### config.mk
export PLATFORM = sky130hd
export DESIGN_NAME = key_seq_driver
export DESIGN_NICKNAME = d
export VERILOG_FILES = /design/src/rtl/lock_pkg.sv /design/src/rtl/key_shift_reg.sv /design/src/rtl/key_seq_driver.sv
export SDC_FILE = /design/constraint.sdc
export NUM_CORES = 1
export LEC_CHECK = 0
export CAP_MARGIN = 20
export CORE_ASPECT_RATIO = 0.6
export CORE_UTILIZATION = 48
export DETAILED_ROUTE_END_ITERATION = 6
export GPL_ROUTABILITY_DRIVEN = 0
export PLACE_DENSITY = 0.74
export SLEW_MARGIN = 0
export SYNTH_ARGS = -nofsm -noshare
export SYNTH_HDL_FRONTEND = slang
export SYNTH_HIERARCHICAL = 1
export SYNTH_SLANG_ARGS = --single-unit
### constraint.sdc
create_clock -name clk -period 2.2 [get_ports clk]
set_clock_uncertainty 0.15 [all_clocks]
set_input_delay 0.33 -clock clk [delete_from_list [all_inputs] [get_ports clk]]
set_output_delay 0.33 -clock clk [all_outputs]
set_load 0.005 [all_outputs]
### src/rtl/lock_pkg.sv
// Shared definitions for the key driver and the locked FSM benchmarks it feeds.
package lock_pkg;

  typedef enum logic [1:0] {
    IDLE   = 2'd0,
    SHIFT  = 2'd1,
    SETTLE = 2'd2,
    ARMED  = 2'd3
  } drv_state_t;

  localparam int KEY_W_DEFAULT = 8;

  // Key widths of the locked benchmark families driven by this block.
  localparam int E191_KEY_W = 8;
  localparam int E192_KEY_W = 16;
  localparam int E193_KEY_W = 32;

endpackage

### src/rtl/key_shift_reg.sv
// Serial-in shadow register for the incoming key, with bit counter and full flag.
module key_shift_reg #(
  parameter int KEY_W = 8,
  localparam int CNT_W = $clog2(KEY_W + 1)
) (
  input  logic             clk,
  input  logic             rst,
  input  logic             clear,
  input  logic             shift,
  input  logic             bit_in,
  output logic [KEY_W-1:0] next_shadow,
  output logic             last,
  output logic             full
);

  logic [KEY_W-1:0] shadow;
  logic [CNT_W-1:0] bit_cnt;

  // Value the shadow takes if bit_in is shifted in this cycle (MSB first).
  generate
    if (KEY_W == 1) begin : g_one
      assign next_shadow = bit_in;
    end else begin : g_many
      assign next_shadow = {shadow[KEY_W-2:0], bit_in};
    end
  endgenerate

  assign last = (bit_cnt == CNT_W'(KEY_W - 1));
  assign full = (bit_cnt == CNT_W'(KEY_W));

  always_ff @(posedge clk) begin
    if (rst || clear) begin
      shadow  <= '0;
      bit_cnt <= '0;
    end else if (shift && !full) begin
      shadow  <= next_shadow;
      bit_cnt <= bit_cnt + 1'b1;
    end
  end

endmodule

### src/rtl/key_seq_driver.sv
// Loads a locking key serially, presents it on keyinput, and holds the locked
// core in reset until the new key has been stable for SETTLE_N cycles.
module key_seq_driver
  import lock_pkg::*;
#(
  parameter int KEY_W    = KEY_W_DEFAULT,
  parameter int SETTLE_N = 4
) (
  input  logic             clk,
  input  logic             rst,
  input  logic             load_start,
  input  logic             key_bit,
  input  logic             key_bit_valid,
  output logic             key_bit_ready,
  input  logic             key_abort,
  output logic [KEY_W-1:0] keyinput,
  output logic             key_valid,
  output logic             dut_rst,
  output logic             busy,
  output logic             err_abort
);

  localparam int SW = (SETTLE_N > 1) ? $clog2(SETTLE_N) : 1;

  // Handshake: a key bit moves only in a cycle where key_bit_valid and
  // key_bit_ready are both high; ready is high exactly while in SHIFT.
  drv_state_t       state, state_n;
  logic [KEY_W-1:0] keyinput_n;
  logic             key_valid_n, dut_rst_n, busy_n, err_abort_n;
  logic [SW-1:0]    settle_cnt, settle_cnt_n;
  logic             sr_clear, sr_shift, sr_last, sr_full, xfer;
  logic [KEY_W-1:0] sr_next;

  key_shift_reg #(.KEY_W(KEY_W)) u_shift (
    .clk         (clk),
    .rst         (rst),
    .clear       (sr_clear),
    .shift       (sr_shift),
    .bit_in      (key_bit),
    .next_shadow (sr_next),
    .last        (sr_last),
    .full        (sr_full)
  );

  assign key_bit_ready = (state == SHIFT);
  assign xfer          = key_bit_valid && key_bit_ready && !sr_full;

  always_comb begin
    state_n      = state;
    keyinput_n   = keyinput;
    key_valid_n  = key_valid;
    dut_rst_n    = dut_rst;
    busy_n       = busy;
    err_abort_n  = err_abort;
    settle_cnt_n = settle_cnt;
    sr_clear     = 1'b0;
    sr_shift     = 1'b0;
    case (state)
      IDLE, ARMED: begin
        if (state == IDLE) begin
          dut_rst_n = !key_valid;
          busy_n    = 1'b0;
        end
        if (load_start) begin
          state_n     = SHIFT;
          sr_clear    = 1'b1;
          key_valid_n = 1'b0;
          dut_rst_n   = 1'b1;
          err_abort_n = 1'b0;
          busy_n      = 1'b1;
        end
      end
      SHIFT: begin
        // Abort beats restart beats a bit transfer; the losers are discarded.
        if (key_abort) begin
          state_n     = IDLE;
          key_valid_n = 1'b0;
          err_abort_n = 1'b1;
          dut_rst_n   = 1'b1;
          busy_n      = 1'b0;
        end else if (load_start) begin
          sr_clear = 1'b1;
        end else if (xfer) begin
          sr_shift = 1'b1;
          if (sr_last) begin
            keyinput_n   = sr_next;
            settle_cnt_n = '0;
            state_n      = SETTLE;
          end
        end
      end
      SETTLE: begin
        dut_rst_n = 1'b1;
        if (settle_cnt == SW'(SETTLE_N - 1)) begin
          state_n     = ARMED;
          key_valid_n = 1'b1;
          dut_rst_n   = 1'b0;
          busy_n      = 1'b0;
        end else begin
          settle_cnt_n = settle_cnt + 1'b1;
        end
      end
      default: state_n = IDLE;
    endcase
  end

  always_ff @(posedge clk) begin
    if (rst) begin
      state      <= IDLE;
      keyinput   <= '0;
      key_valid  <= 1'b0;
      dut_rst    <= 1'b1;
      busy       <= 1'b0;
      err_abort  <= 1'b0;
      settle_cnt <= '0;
    end else begin
      state      <= state_n;
      keyinput   <= keyinput_n;
      key_valid  <= key_valid_n;
      dut_rst    <= dut_rst_n;
      busy       <= busy_n;
      err_abort  <= err_abort_n;
      settle_cnt <= settle_cnt_n;
    end
  end

endmodule

# Yosys cells after proc, flatten, opt, wreduce, memory -nomap -nowiden

Cells that the tools add are included.

Add/subtract/negate cells: 2
Reduce and logical (&&, ||, !) cells: 17
Bitwise operators: 2
Muxes and demuxes: 34
Eq/ne operators: 18

Operators with widths:

| kind                                                                    | number |
|---|---|
| 2-bit 2-to-1 mux                                                        | 11 |
| 1-bit 2-to-1 mux                                                        | 16 |
| 2-bit inequality test, second input constant                            | 5 |
| 5-bit AND reduction                                                     | 2 |
| 1-bit case mux with 3 select lines                                      | 3 |
| 3-bit AND reduction                                                     | 3 |
| 2-bit == test, second input constant                                    | 3 |
| 2-bit by 1-bit inequality test with 1-bit output, second input constant | 3 |
| 3-bit by 1-bit inequality test with 1-bit output, second input constant | 2 |
| 2-bit case mux with 3 select lines                                      | 1 |
| 6-bit AND reduction                                                     | 1 |
| 4-bit by 1-bit adder with 4-bit output, second input constant           | 1 |
| 4-bit by 3-bit == test with 1-bit output, second input constant         | 1 |
| 4-bit == test, second input constant                                    | 1 |
| 1-bit case mux with 2 select lines                                      | 2 |
| 2-bit case mux with 2 select lines                                      | 1 |
| 2-bit nonzero test                                                      | 2 |
| 1-bit logical AND                                                       | 3 |
| 3-bit by 2-bit inequality test with 1-bit output, second input constant | 1 |
| 3-bit inequality test, second input constant                            | 1 |
| 2-bit by 1-bit adder with 2-bit output, second input constant           | 1 |
| 2-bit by 1-bit == test with 1-bit output, second input constant         | 1 |
| 1-bit logical NOT                                                       | 2 |
| 2-bit logical NOT                                                       | 1 |
| other kinds (4)                                                         | 5 |

Input port bits: 6
Output and inout bits: 13
Logic and storage cells: 82
Register bits after elaboration: 27

# Longest topological paths before layout

Gate-level depths: netlist of run 1.

Depth after elaboration: 8
Depth in mapped cells: 8
Depth with buffers taken out: 8

# By module

The synthesis of run 1 kept the hierarchy.

By module, submodules not included:

| module         | cells each | seq. area each (µm²) | area an instance (µm²) | times used |
|---|---|---|---|---|
| key_seq_driver | 94         | 320.3                | 859.6                  | 1 |
| key_shift_reg  | 51         | 220.2                | 485.5                  | 1 |

# Least setup slack after synthesis of run 1

No wires, ideal clock.

Path kind: flip-flop to flip-flop
From: register u_shift.bit_cnt[0]
To: register u_shift.bit_cnt[2]
Path slack: 79 ps
Buffers on the path: 0
Library setup time: 70 ps
Period minus slack after synthesis: 2,121 ps
Data required time: 1,980 ps
Arrival time: 1,901 ps
Cell stages (with the launch flop): 9
Cell sequence: dfxtp_1 inv_1 ha_1 and3b_1 and4bb_4 nor2b_1 nand2_1 or3_1 a21boi_1

Longest elaborated chain between the ends: 8
Elaborated cells between the ends (all ways): 9
Those cells by class: add/sub (1); eq/ne (1); mux (4); reduce/logical (3)

Ends and longest elaborated chain:

| what                   | line                 | RTL |
|---|---|---|
| from (decl)            | key_shift_reg.sv:17  | `logic [CNT_W-1:0] bit_cnt;` |
| from (signal assigned) | key_shift_reg.sv:37  | `bit_cnt <= bit_cnt + 1'b1;` |
| 4-bit == test          | key_shift_reg.sv:29  | `assign full = (bit_cnt == CNT_W'(KEY_W));` |
| net sr_full            | key_seq_driver.sv:31 | `logic sr_clear, sr_shift, sr_last, sr_full, xfer;` |
| 1-bit logical NOT      | key_seq_driver.sv:46 | `assign xfer = key_bit_valid && key_bit_ready && !sr_full;` |
| 1-bit logical AND      | key_seq_driver.sv:46 |  |
| 1-bit 2-to-1 mux       | key_seq_driver.sv:83 | `end else if (xfer) begin` |
| 1-bit 2-to-1 mux       | key_seq_driver.sv:81 | `end else if (load_start) begin` |
| 1-bit 2-to-1 mux       | key_seq_driver.sv:75 | `if (key_abort) begin` |
| 1-bit 2-to-1 mux       | key_seq_driver.sv:58 | `case (state)` |
| net sr_shift           | key_seq_driver.sv:31 |  |
| 1-bit logical AND      | key_shift_reg.sv:35  | `end else if (shift && !full) begin` |

The timed path passes the listed nets, and every way through them passes these cells.
A chain may end at the register's enable or synchronous reset.

# Worst setup path in the final report of run 1

From: register state[1]
To: output port key_bit_ready

Longest elaborated chain between the ends: 1

Ends and longest elaborated chain:

| what                                     | line                  | RTL |
|---|---|---|
| from (decl)                              | key_seq_driver.sv:27  | `drv_state_t state, state_n;` |
| from (signal assigned)                   | key_seq_driver.sv:117 | `state <= state_n;` |
| 2-bit by 1-bit == test with 1-bit output | key_seq_driver.sv:45  | `assign key_bit_ready = (state == SHIFT);` |
| to (decl)                                | key_seq_driver.sv:14  | `output logic key_bit_ready,` |

Every way passes these cells.

==> flow_summary.yaml, run 1 <==
outcome:
  run_status: "finished clean"
power:
  intPower_mw: 0.707
  p_seq_share_pct: 52.4
  comb_power_share_pct: 17.9
  p_leak_nw: 0.733
  power_mw: 0.965
  ir_drop_uv: 327
  swShare_pct: 26.7
  pwr_density_cell_nw_per_um2: 585
  clkPwrFrac_pct: 29.7
  p_switching_mw: 0.257
setup_path:
  required_ps: 1720
  worst-path-buf-inv: 3
  crit_slowest_cell: "clkdlybuf4s50_1"
  worstPathMaxFanout: 4
  path_cells: "inv_1, ha_1, buf_4, clkdlybuf4s50_1"
  critPathTopFamily: "buffers and inverters"
  crit_type: "reg -> out"
  cp.arrival_ps: 1650
  reg2reg_setup_slack_ps: 100
  critical_path.max_stage_delay_ps: 500
  endpoint_kind: "output port"
  critical_path_depth: 4
  crit_path_start_kind: "register"
  reg2reg_depth: 8
routing:
  via_count: 1095
  viasPerCell: 5.45
  drc: 0
  routed_wl_mm: 2.78
  first_pass_iters: 4
  drt_iter0_markers: 68
  ant_nets: 0
  avgRoutedWirePerCell_um: 13.8
global_routing:
  antenna_found_initial: 0
  first_global_vias: 1050
  grt_max_degree: 18
  grt.overflow.total: 0
  grt_pass1_wl_mm: 4.66
  grt_use_total_pct: 20.1
finish:
  mostFrequentLayoutCells: "dfxtp_1, mux2i_1, clkdlybuf4s50_1"
  final_common_cell: "dfxtp_1"
  diodes: 0
  final_area_um2: 1650
  drive_gt1_share_pct: 12.4
  multi_input_area_um2: 739
  syn2layout_area_growth_pct: 22.6
  regArea_um2: 543
  fin_nets: 184
  nFillCells: 228
cts:
  clk_latency_ps: 270
  clkTransAtPathRegs_ps: 90
  post_cts_buffers: 0
  root_buffer: "clkbuf_8"
  clk_path_buf_depth: 2
  postCtsHoldBufs: 0
  clock_sinks: 27
  cts_tree: "yes"
  htree_levels: 1
  cts_buffers: 3
sta:
  drv_slew: 0
  fmax_ghz: 0.469
  min_period_ps: 2130
  fin_crit_sh_pct: 96.9
  rsz0062_at_grt: "false"
  setup-violations-final: 0
  max-slew-margin-rel_pct: 65.8
  worstMarginPinSlew_ps: 513
  finalHoldViolCount: 0
job:
  drv_cap: 0
logic_synthesis:
  ys_seq_area_share_pct: 40.2
  postSynthCellCount: 145
  syn-num-nets: 159
  synth_cell_types: 34
  synth-seq-cells: 27
  yosysWarningCount: 6
  synth_top_flop_cell: "dfxtp_1"
  synth-edff-count: 0
  async_flop_share_pct: 0
  mappedNetlistArea_um2: 1350
  syn_area_per_cell_um2: 9.28
placed_design:
  place_area_um2: 1590
  io_buffers: 18
  post-dp-hpwl_mm: 2.12
die:
  fp.dieW_um: 70.3
  io_pins: 19
  die_h_um: 43.0
  design.core.area_um2: 2570
  die_area_um2: 3020
  initial_utilization_pct: 52.2
  rows: 14
hold_path:
  hold_depth: 2
  hold_path.class: "reg -> reg"
==> cells by family after synthesis <==
family / share of synthesized area, %
adders and majority gates: 7.44
xor gates and xnor gates: 0.651
buffers and inverters: 5.58
and+or+nand+nor: 22.2
DFF: 40.2
AOI/OAI and AO/OA: 10.5
muxes: 13.4
==> per-layer routing <==
metal / track usage [%] / vias to the layer above / part of all wire (%)
met3: 6.18 / 3 / 6.2
met5: 0 / - / 0
met1: 27.4 / 515 / 51
met4: 3.60 / 0 / 0.47
li1: - / 547 / -
met2: 31.6 / 30 / 43
==> worst reg2reg max path: stages, from the launching register on <==
cell	delay (ps)
dfxtp_2	360
inv_1	60
ha_1	200
and3b_1	200
and4bb_4	360
nor2b_4	170
nand2_1	70
or3_1	300
a21boi_1	150
==> worst paths after layout <==
check | startpoint | endpoint
max | state[1] | key_bit_ready
min | u_shift/bit_cnt[1] | u_shift/bit_cnt[1]
max reg2reg | u_shift/bit_cnt[0] | u_shift/bit_cnt[2]
min reg2reg | u_shift/bit_cnt[1] | u_shift/bit_cnt[1]
==> area by class of cell <==
cell class / count / share of cell area [%]
Multi-Input combinational cell: 103 / 44.8
Sequential cell: 27 / 32.9
Timing Repair Buffer: 27 / 15.0
Clock buffer: 3 / 2.50
Tap cell: 32 / 2.43
Inverter: 8 / 1.82
Clock inverter: 1 / 0.455
==> sequential cells by signal (all words and copies together), names as in the netlist <==
name             count
keyinput             8
u_shift/shadow       7
u_shift/bit_cnt      4
settle_cnt           2
state                2
busy                 1
dut_rst              1
err_abort            1
key_valid            1
==> through the flow <==
step	std cells	worst slack [ps]	hold WS, ps	utilization [%]	setup TNS, ps
6_report	201	68.5	343	64.0	0
5_1_grt	201	9.81	370	64.0	0
4_1_cts	201	5.75	347	63.7	0
3_5_place_dp	197	-81.0	330	61.7	-365
3_3_place_gp	197	30.9	310	61.7	0
2_1_floorplan	145	78.9	257	-	0
==> power by group through the flow <==
| stage | sequential [mW] | combinational [mW] | clock, mW |
|---|---|---|---|
| after global placement | 0.516 | 0.164 | 0 |
| final | 0.506 | 0.172 | 0.287 |
| after global routing | 0.507 | 0.190 | 0.312 |
| after floorplan | 0.516 | 0.102 | 0 |
| after CTS | 0.506 | 0.169 | 0.296 |
| after detailed placement | 0.517 | 0.168 | 0 |
==> synth_stat cells, types with 2 or more instances <==
cell	n	area (µm²)
inv_1	8	30.0
nand2b_1	3	18.8
o21ai_0	2	10.0
nor2b_1	3	18.8
nor3_1	5	25.0
clkbuf_1	4	15.0
nor3b_1	2	15.0
nor2_1	15	56.3
nand3_1	2	10.0
mux2i_1	18	180
o21ai_1	2	10.0
o41ai_1	2	17.5
ha_1	8	100
dfxtp_1	27	541
o311ai_1	2	17.5
buf_6	2	22.5
and2b_1	2	15.0
o211ai_1	2	15.0
a21oi_1	5	25.0
nand2_1	17	63.8
==> repair_timing <==
action,CTS,global route
pin swaps,0,1
cloned,0,0
endpoints found under the setup margin,1,10
resized for setup,1,4
Note: power is estimated with default switching activity, not from simulation.
==> inputs of run 2 (changes only) <==
--- a/config.mk
+++ b/config.mk
@@ -7,10 +7,11 @@
 export LEC_CHECK = 0
 export CAP_MARGIN = 20
 export CORE_ASPECT_RATIO = 0.6
-export CORE_UTILIZATION = 48
+export CORE_UTILIZATION = 50
 export DETAILED_ROUTE_END_ITERATION = 6
 export GPL_ROUTABILITY_DRIVEN = 0
 export PLACE_DENSITY = 0.74
+export SKIP_LAST_GASP = 1
 export SLEW_MARGIN = 0
 export SYNTH_ARGS = -nofsm -noshare
 export SYNTH_HDL_FRONTEND = slang
==> constraint.sdc (replaced) <==
create_clock -name clk -period 2.7 [get_ports clk]
set_clock_uncertainty 0.15 [all_clocks]
set_input_delay 0.405 -clock clk [delete_from_list [all_inputs] [get_ports clk]]
set_output_delay 0.405 -clock clk [all_outputs]
set_load 0.005 [all_outputs]
==> run 2 against run 1 <==
Final cell count fell by 3.5%. Sequential power fell by 19%. Non-clock buffer count fell by 7. Die area fell by 3.9%. Final area fell by 3.9%. Worst setup slack improved by 330 ps. Critical path depth rose by 4. Highest routed layer is now met3. Largest power group unchanged.
==> flow_summary.yaml, run 2 (same netlist as run 1, synthesis figures left out) <==
power:
  ir_drop_uv: 272
  p_leak_nw: 0.696
  pwr_density_cell_nw_per_um2: 483
sta:
  drv_slew: 0
  rsz0062_at_grt: "false"
  finalHoldViolCount: 0
  tns_ps: 0
  setup-violations-final: 0
  fin_ws_ps: 394
  fmax_ghz: 0.434
  max-slew-margin-rel_pct: 47.8
  min_period_ps: 2310
  fin_crit_sh_pct: 85.4
  hold-worst-slack_ps: 326
  worstMarginPinSlew_ps: 781
job:
  drv_cap: 0
placed_design:
  io_buffers: 18
  dp_slack_ps: 227
  place_area_um2: 1540
  post-dp-hpwl_mm: 1.92
routing:
  first_pass_iters: 4
  drt_iter0_markers: 59
  routed_wl_mm: 2.49
  viasPerCell: 5.37
  drc: 0
  avgRoutedWirePerCell_um: 12.8
  via_count: 1042
  ant_nets: 0
setup_path:
  critical_path.max_stage_delay_ps: 390
  required_ps: 2750
  crit_type: "reg -> reg"
  crit_path_start_kind: "register"
  crit_slowest_cell: "dfxtp_1"
  worstPathMaxFanout: 4
  path_cells: "inv_1, ha_1, and3b_1, and4bb_4, nor2b_1, nand2_1, or3_1, a21boi_1"
  cp.arrival_ps: 2360
  endpoint_kind: "register"
finish:
  syn2layout_area_growth_pct: 17.8
  mostFrequentLayoutCells: "dfxtp_1, mux2i_1, clkdlybuf4s50_1"
  largest_reg_flops: 8
  fin_nets: 177
  reg_top3: "keyinput (8), u_shift/shadow (7), u_shift/bit_cnt (4)"
  post-route-util_pct: 62.8
  diodes: 0
  drive_gt1_share_pct: 6.17
  final_common_cell: "dfxtp_1"
  largest-register: "keyinput"
  final_area_um2: 1580
global_routing:
  first_global_vias: 907
  grt.overflow.total: 0
  antenna_found_initial: 0
  grt_use_total_pct: 19.9
  grt_max_degree: 18
  grt_pass1_wl_mm: 4.24
die:
  io_pins: 19
  die_h_um: 42.2
  rows: 14
  initial_utilization_pct: 53.3
  design.core.area_um2: 2520
  fp.dieW_um: 69.0
  die_area_um2: 2910
cts:
  clock_sinks: 27
  postCtsHoldBufs: 0
  cts_buffers: 3
  cts_tree: "yes"
  clk_latency_ps: 270
  cts_resized: 0
  post_cts_buffers: 0
  root_buffer: "clkbuf_8"
  clk_path_buf_depth: 2
  clkTransAtPathRegs_ps: 90
  htree_levels: 1
hold_path:
  hold_path.class: "reg -> reg"
outcome:
  run_status: "finished clean"
run 2: worst paths after layout:
path,from,end,slack (ps),depth (start not counted)
hold reg to reg,u_shift/shadow[6],u_shift/shadow[6],330,2
setup reg to reg,u_shift/bit_cnt[0],u_shift/bit_cnt[2],390,8
setup / recovery,u_shift/bit_cnt[0],u_shift/bit_cnt[2],390,8
hold / removal,u_shift/shadow[6],u_shift/shadow[6],330,2
run 2: worst max-delay path: cells and delay by family (launching register included):
kind / cells / cell delay, ps
buffers and inverters: 1 / 70
AO/OA/AOI/OAI: 1 / 130
adder cells (fa/ha/maj): 1 / 190
AND/OR/NAND/NOR: 5 / 1300
flip-flops: 1 / 390
run 2: cell type report:
cell class | instances | area [µm²]
clock buffers | 3 | 41.3
clock inverters | 1 | 7.51
fillers | 213 | 938
inverters | 8 | 30.0
multi-input cells | 103 | 729
flip-flops and latches | 27 | 541
well taps | 32 | 40.0
repair buffers | 20 | 195
run 2: metrics by stage:
stage / std cells / power (mW)
2_1_floorplan: 145 / 0.504
3_3_place_gp: 190 / 0.542
3_5_place_dp: 190 / 0.543
4_1_cts: 194 / 0.772
5_1_grt: 194 / 0.803
6_report: 194 / 0.765
run 2: power breakdown:
| group | switching (mW) | internal (mW) | leakage (nW) |
|---|---|---|---|
| Sequential | 0.00567 | 0.406 | 0.218 |
| Clock | 0.124 | 0.105 | 0.0217 |
| Combinational | 0.0701 | 0.0539 | 0.456 |
| Total | 0.200 | 0.565 | 0.696 |
run 2: layer usage:
layer  up-vias  routed length (µm)  share of wire (%)  GRT usage [%]
li1        532                   -                  -              -
met1       484                1310                 53           30.9
met2        26                1040                 42           27.4
met3         0                 138                5.5           6.52
met4         0                   0                  0           1.22
met5         -                   0                  0              0
